--- src/rtl/uart_baud_nco.sv ---
// uart_baud_nco: shared-increment NCO producing Rx oversample ticks and Tx bit ticks.
// Optional feature macro BAUD_RX_RESYNC_EN enables rx_resync handling and the rx_sample strobe.
module uart_baud_nco #(
   parameter int unsigned      ACC_W       = 24,
   parameter int unsigned      OSR         = 16,
   parameter logic [ACC_W-1:0] DEFAULT_INC = ACC_W'(618475),
   localparam int unsigned     PH_W        = $clog2(OSR)
) (
   input  logic             clk_50m,
   input  logic             rst_n,
   input  logic             enable,
   input  logic [ACC_W-1:0] cfg_inc,
   input  logic             cfg_load,
   input  logic             rx_resync,
   output logic             Rxclk_en,
   output logic             Txclk_en,
   output logic             rx_sample,
   output logic [PH_W-1:0]  rx_phase,
   output logic             cfg_err
);

   localparam logic [PH_W-1:0] PH_LAST = PH_W'(OSR - 1);
   localparam logic [PH_W-1:0] PH_MID  = PH_W'(OSR / 2 - 1);

   logic [ACC_W-1:0] inc_q, inc_d;
   logic [ACC_W-1:0] rx_acc_q, rx_acc_d;
   logic [ACC_W-1:0] tx_acc_q, tx_acc_d;
   logic [PH_W-1:0]  tx_div_q, tx_div_d;
   logic [PH_W-1:0]  rx_phase_q, rx_phase_d;
   logic             rxclk_en_q, rxclk_en_d;
   logic             txclk_en_q, txclk_en_d;
   logic             cfg_err_q, cfg_err_d;

   logic [ACC_W:0]   rx_sum;
   logic [ACC_W:0]   tx_sum;
   logic             resync_active;

   assign rx_sum = {1'b0, rx_acc_q} + {1'b0, inc_q};
   assign tx_sum = {1'b0, tx_acc_q} + {1'b0, inc_q};

`ifdef BAUD_RX_RESYNC_EN
   assign resync_active = rx_resync;
   assign rx_sample     = rxclk_en_q && (rx_phase_q == PH_MID);
`else
   logic unused_rx_resync;
   assign unused_rx_resync = rx_resync;
   assign resync_active    = 1'b0;
   assign rx_sample        = 1'b0;
`endif

   always_comb begin
      inc_d      = inc_q;
      rx_acc_d   = rx_acc_q;
      tx_acc_d   = tx_acc_q;
      tx_div_d   = tx_div_q;
      rx_phase_d = rx_phase_q;
      rxclk_en_d = 1'b0;
      txclk_en_d = 1'b0;
      cfg_err_d  = 1'b0;

      // A zero increment would stall both channels, so it is rejected and flagged.
      if (cfg_load) begin
         if (cfg_inc != '0) begin
            inc_d = cfg_inc;
         end else begin
            cfg_err_d = 1'b1;
         end
      end

      if (enable) begin
         rx_acc_d   = rx_sum[ACC_W-1:0];
         rxclk_en_d = rx_sum[ACC_W];
         if (rxclk_en_q) begin
            rx_phase_d = (rx_phase_q == PH_LAST) ? '0 : rx_phase_q + PH_W'(1);
         end

         tx_acc_d = tx_sum[ACC_W-1:0];
         if (tx_sum[ACC_W]) begin
            tx_div_d   = (tx_div_q == PH_LAST) ? '0 : tx_div_q + PH_W'(1);
            txclk_en_d = (tx_div_q == PH_LAST);
         end
      end

      // Resync realigns the Rx bit to the start edge and swallows any tick on this edge.
      if (resync_active) begin
         rx_acc_d   = '0;
         rx_phase_d = '0;
         rxclk_en_d = 1'b0;
      end
   end

   always_ff @(posedge clk_50m or negedge rst_n) begin
      if (!rst_n) begin
         inc_q      <= DEFAULT_INC;
         rx_acc_q   <= '0;
         tx_acc_q   <= '0;
         tx_div_q   <= '0;
         rx_phase_q <= '0;
         rxclk_en_q <= 1'b0;
         txclk_en_q <= 1'b0;
         cfg_err_q  <= 1'b0;
      end else begin
         inc_q      <= inc_d;
         rx_acc_q   <= rx_acc_d;
         tx_acc_q   <= tx_acc_d;
         tx_div_q   <= tx_div_d;
         rx_phase_q <= rx_phase_d;
         rxclk_en_q <= rxclk_en_d;
         txclk_en_q <= txclk_en_d;
         cfg_err_q  <= cfg_err_d;
      end
   end

   assign Rxclk_en = rxclk_en_q;
   assign Txclk_en = txclk_en_q;
   assign rx_phase = rx_phase_q;
   assign cfg_err  = cfg_err_q;

endmodule
--- config.mk ---
export PLATFORM = sky130hd
export DESIGN_NAME = uart_baud_nco
export DESIGN_NICKNAME = d
export VERILOG_FILES = /design/src/rtl/uart_baud_nco.sv
export SDC_FILE = /design/constraint.sdc
export NUM_CORES = 1
export LEC_CHECK = 0
export BUFFER_PORTS_ARGS = -buffer_cell sky130_fd_sc_hd__buf_2
export CAP_MARGIN = 10
export CORE_MARGIN = 3
export CORE_UTILIZATION = 55
export DETAILED_ROUTE_END_ITERATION = 12
export PLACE_DENSITY = 0.84
export SLEW_MARGIN = 15
export SYNTH_ARGS = -nofsm -noshare
export SYNTH_HDL_FRONTEND = slang
export SYNTH_SLANG_ARGS = --single-unit
export TNS_END_PERCENT = 20
--- constraint.sdc ---
create_clock -name clk_50m -period 3.15 [get_ports clk_50m]
set_clock_uncertainty 0.2 [all_clocks]
set_input_delay 0.1575 -clock clk_50m [delete_from_list [all_inputs] [get_ports clk_50m]]
set_output_delay 0.1575 -clock clk_50m [all_outputs]
set_load 0.02 [all_outputs]
Word level (Yosys, flattened, before mapping)
Cells that the tools add are included.
- register bits: 83
- input bits: 29
- output and inout bits: 8
- word-level logic and storage cells: 25
- add/subtract/negate cells: 4
- equal/unequal tests: 2
- muxes and demuxes: 7
- reduce and logical (&&, ||, !) cells: 4
- operators with widths (kind ; count):
    $add A24 B24 Y25 ; 2
    $reduce_bool A24 Y1 ; 1
    $add A4 B1 Y4 const B ; 2
    $eq A4 B4 Y1 const B ; 2
    $mux W4 ; 2
    $reduce_and A2 Y1 ; 3
    $mux W1 ; 5

Longest topological paths before layout
- depth in word-level cells: 3
- mapped depth: 9
- depth with buffers taken out: 9

Least setup slack after synthesis
No wires, ideal clock.
- path type: reg2reg
- start: reg inc_q[0]
- end: reg tx_div_q[1]
- library setup time: 0.125 ns
- arrival time: 2.387 ns
- data required time: 2.825 ns
- slack: 0.438 ns
- cell stages (with the launch flop): 9
- path buffers: 0
- path through: dfstp_2 -> ha_1 -> fa_1 -> a211o_1 -> nand4_2 -> o211a_4 -> a211oi_4 -> a31oi_1 -> mux2_2
- cells in the longest elaborated chain, start to end: 2
- ends and longest elaborated chain (element ; RTL line ; RTL):
    from (decl) ; 25 ; logic [ACC_W-1:0] inc_q, inc_d;
    from (signal assigned) ; 103 ; inc_q <= inc_d;
    $add A24 B24 Y25 ; 39 ; assign tx_sum = {1'b0, tx_acc_q} + {1'b0, inc_q};
    $reduce_and A2 Y1 (no line) ; - ;
    to (signal assigned) ; 106 ; tx_div_q <= tx_div_d;
    to (decl) ; 28 ; logic [PH_W-1:0] tx_div_q, tx_div_d;
No other way between the ends.
A chain may end at the register's enable or synchronous reset.

Final worst setup path
- start: reg inc_q[0]
- end: reg tx_acc_q[22]
- cells in the longest elaborated chain, start to end: 1
- ends and longest elaborated chain (element ; RTL line ; RTL):
    $add A24 B24 Y25 ; 39 ;
    to (signal assigned) ; 105 ; tx_acc_q <= tx_acc_d;
    to (decl) ; 27 ; logic [ACC_W-1:0] tx_acc_q, tx_acc_d;
No other way between the ends.

==> results.sh <==
export IMPL_outcome="complete, no violations"
export IMPL_synth_edf_count=0
export IMPL_worst_setup_path_type="reg2reg"
export IMPL_grt_antenna_before_repair=0
export IMPL_power_leakage_nw=2.96
export IMPL_synthFlopType="sky130_fd_sc_hd__dfrtp_1"
export IMPL_cts_buffer_depth=2
export IMPL_synth_async_sr_flop_share=1.00
export IMPL_pwr_density_cell_mw_per_mm2=1010
export IMPL_ios=37
export IMPL_syn_area_per_cell_um2=9.78
export IMPL_maxClockFrequency_mhz=334
export IMPL_cp_buffers_inverters=0
export IMPL_insertion_delay_ps=380
export IMPL_globalRoute_totalOverflow=0
export IMPL_routed_wl_um=14800
export IMPL_p_total_mw=6.67
export IMPL_final_core_density=0.661
export IMPL_p_seq_frac=0.268
export IMPL_area_growth_synth_to_final_pct=14.7
export IMPL_crit_reg2reg_launch="inc_q[0]"
export IMPL_instances_no_fill=785
export IMPL_pwr_share_clk=0.135
export IMPL_timing_critical_path_max_delay_family="compound AO/OA/AOI/OAI gates"
export IMPL_p_switching_mw=2.91
export IMPL_timing_worst_slew_pin_value_ps=1040
export IMPL_clock_tree_htree_level_count=3
export IMPL_cap_viol_max_count=0
export IMPL_design_die_area_mm2=0.0117
export IMPL_global_route_wire_length_before_repair_um=24400
export IMPL_wl_per_cell_um=18.9
export IMPL_via_count=5033
export IMPL_cts_root_buf="sky130_fd_sc_hd__clkbuf_8"
export IMPL_drive_gt1_frac=0.201
export IMPL_hold_end="tx_acc_q[15]"
export IMPL_rows=36
export IMPL_critical_path_max_stage_delay_ps=550
export IMPL_p_comb_frac=0.597
export IMPL_synth_cell_types=69
export IMPL_mappedNetlistArea_mm2=0.00576
export IMPL_initial_core_util=0.576
export IMPL_rrSetupSlack_ps=150
export IMPL_final_antenna_net_count=0
export IMPL_num_antenna_cells=0
export IMPL_cpMaxStageDelayCell="sky130_fd_sc_hd__dfstp_2"
export IMPL_path_depth_of_the_worst_reg2reg_path=9
export IMPL_hold_class="in2reg"
export IMPL_vias_per_cell=6.41
export IMPL_place_inst=736
export IMPL_ir_worst_vdd_mv=0.331
export IMPL_grt_total_usage=0.265
export IMPL_floorplan_die_width_um=108
export IMPL_internal_power_mw=3.76
export IMPL_timing_critical_path_to_type="flip-flop"
export IMPL_dr_first_iter_drc_count=342
export IMPL_syn_num_nets=670
export IMPL_netSwitchingFraction=0.436
export IMPL_drt_pass1_iterations=5
export IMPL_total_of_endpoints_with_negative_setup_slack_in_the_final_report=0
export IMPL_cts_buffers=9
export IMPL_numClockSinks=83
export IMPL_worst_r2r_endpoint="tx_acc_q[22]"
export IMPL_core_area_mm2=0.0100
export IMPL_via_count_of_the_first_global_routing_pass=5025
export IMPL_holdPathStages=2
export IMPL_post_route_period_util=0.952
export IMPL_die_height_um=108
export IMPL_num_nets_final=728
export IMPL_worst_path_max_fanout=4
export IMPL_final_period_minus_worst_setup_slack_ps=3000
export IMPL_maxSlewHeadroom=0.307
export IMPL_synthCells=589
export IMPL_report_final_slew_viol_count=0
export IMPL_setup_total_negative_slack_ps=0
export IMPL_cts_clk_slew_worst_paths_ps=90
export IMPL_largest_net_degree_at_the_start_of_global_routing=84
export IMPL_proportion_of_synthesized_chip_area_in_sequential_cells=0.363
export IMPL_grt_setup_unrepaired="true"
export IMPL_critical_path_arrival_ps=3060
export IMPL_worstPathCellList="ha_1 > fa_1 > a211o_1 > nand4_2 > o211a_4 > a211oi_4 > a21oi_1 > o2111a_1 > a221o_1"
export IMPL_place_detailed_hpwl_um=9700
export IMPL_synth_warnings=0
export IMPL_hp_start="enable"
export IMPL_cp_required_ps=3210
export IMPL_global_placement_routability_congestion=0.917
export IMPL_port_buffers=34
export IMPL_cp_startpoint_kind="flip-flop"
export IMPL_tritoncts="done"
export IMPL_hold_viol=0
export IMPL_synth_seq_cells=83
export IMPL_drc_errors=0
[cells by family (layout without fill, tap and decap cells)]
group,Yosys count,in the layout,synth area share
AOI/OAI and AO/OA,180,180,0.222
xor gates and xnor gates,29,29,0.0441
adders and majority gates,52,52,0.116
buffers and inverters,38,101,0.0276
DFF,83,83,0.363
muxes,47,47,0.0918
other,1,1,0.000651
and+or+nand+nor,159,159,0.135
[per-layer routing]
| layer | vias up | part of all wire | GRT usage |
|---|---|---|---|
| li1 | 2329 | - | - |
| met5 | - | 0 | 0 |
| met1 | 2425 | 0.41 | 0.325 |
| met3 | 62 | 0.065 | 0.0412 |
| met2 | 217 | 0.49 | 0.456 |
| met4 | 0 | 0.038 | 0.127 |
[metrics by stage]
| step | instance area, um^2 | setup slack [ps] | hold slack [ps] |
|---|---|---|---|
| after floorplan | 5760 | 438 | -338 |
| after global placement | 6040 | 228 | 173 |
| after detailed placement | 6040 | 136 | 178 |
| after CTS | 6600 | 124 | 124 |
| after global routing | 6610 | -19.4 | 162 |
| final | 6610 | 152 | 129 |
[synth_stat cells, drive strengths merged (8+ instances only)]
master	n	share of area
ha	50	0.11
nor2	32	0.021
clkbuf	12	0.0078
nand2	55	0.036
dfrtp	69	0.30
a221o	8	0.014
a21o	32	0.042
xor2	8	0.012
inv	14	0.0091
o21ai	26	0.023
a21oi	51	0.046
xnor2	21	0.032
buf	12	0.011
mux2	47	0.092
nand3	17	0.015
a211oi	8	0.013
dfstp	14	0.064
nand4	13	0.015
[state kept, by name (all words and copies together), names as in the netlist]
signal,flops
inc_q,24
rx_acc_q,24
tx_acc_q,24
rx_phase,4
tx_div_q,4
Rxclk_en,1
Txclk_en,1
cfg_err,1
[layout by cell type (no fill, tap or decap), types with 3 or more instances in the layout]
master,Yosys,layout
sky130_fd_sc_hd__nor3b_1,4,4
sky130_fd_sc_hd__nand2_1,55,55
sky130_fd_sc_hd__a21o_1,32,32
sky130_fd_sc_hd__ha_1,50,50
sky130_fd_sc_hd__dfstp_2,14,14
sky130_fd_sc_hd__xor2_1,8,8
sky130_fd_sc_hd__o21a_1,5,5
sky130_fd_sc_hd__a221oi_1,3,3
sky130_fd_sc_hd__mux2_2,47,47
sky130_fd_sc_hd__nor2b_1,4,4
sky130_fd_sc_hd__nand4_1,12,12
sky130_fd_sc_hd__o21bai_1,4,4
sky130_fd_sc_hd__o21ai_1,5,4
sky130_fd_sc_hd__buf_4,1,4
sky130_fd_sc_hd__dlygate4sd3_1,0,33
sky130_fd_sc_hd__a211oi_1,6,6
sky130_fd_sc_hd__o31ai_1,4,4
sky130_fd_sc_hd__and2_1,3,3
sky130_fd_sc_hd__nor4_1,7,7
sky130_fd_sc_hd__a21oi_1,50,49
sky130_fd_sc_hd__nand3b_1,4,4
sky130_fd_sc_hd__a31oi_1,6,5
sky130_fd_sc_hd__o211ai_1,4,4
sky130_fd_sc_hd__inv_1,14,14
sky130_fd_sc_hd__o21ai_0,21,21
sky130_fd_sc_hd__dfrtp_1,69,69
sky130_fd_sc_hd__and3_1,6,6
sky130_fd_sc_hd__buf_2,4,33
sky130_fd_sc_hd__xnor2_1,21,21
sky130_fd_sc_hd__nand3_1,17,17
sky130_fd_sc_hd__nor2_1,32,32
sky130_fd_sc_hd__a221o_1,8,8
sky130_fd_sc_hd__nor3_1,7,7
sky130_fd_sc_hd__clkbuf_8,0,11
[worst max-delay path by stage]
| stage | start | to | slack (ps) | cells after the start |
|---|---|---|---|---|
| floorplan | inc_q[0] | tx_div_q[1] | 440 | 8 |
| global placement | inc_q[0] | tx_div_q[1] | 230 | 8 |
| detailed placement | inc_q[0] | tx_div_q[1] | 140 | 8 |
| CTS | inc_q[0] | tx_div_q[1] | 120 | 8 |
| global route | inc_q[0] | tx_div_q[3] | -20 | 9 |
| finish | inc_q[0] | tx_acc_q[22] | 150 | 9 |
[power by group through the flow]
stage | Clock [mW] | Sequential (mW) | Combinational (mW)
2_1_floorplan | 0 | 1.74 | 3.06
3_3_place_gp | 0 | 1.76 | 3.56
3_5_place_dp | 0 | 1.79 | 3.78
4_1_cts | 0.892 | 1.78 | 3.85
5_1_grt | 0.939 | 1.84 | 4.40
6_report | 0.901 | 1.79 | 3.98
[what timing repair did]
item | in CTS | in global routing
hold endpoints to repair | 94 | 0
resized for setup | 0 | 2
setup endpoints to repair | 0 | 3
buffers inserted | 0 | 0
hold buffers | 33 | 0
[layout make-up]
class / instances / area, um^2
clock buffers: 12 / 155
fillers: 722 / 3390
flip-flops and latches: 83 / 2090
multi-input cells: 468 / 3520
clock inverters: 4 / 72.6
inverters: 14 / 52.6
well taps: 133 / 166
repair buffers: 71 / 546
Note: power is estimated with default switching activity, not from simulation.
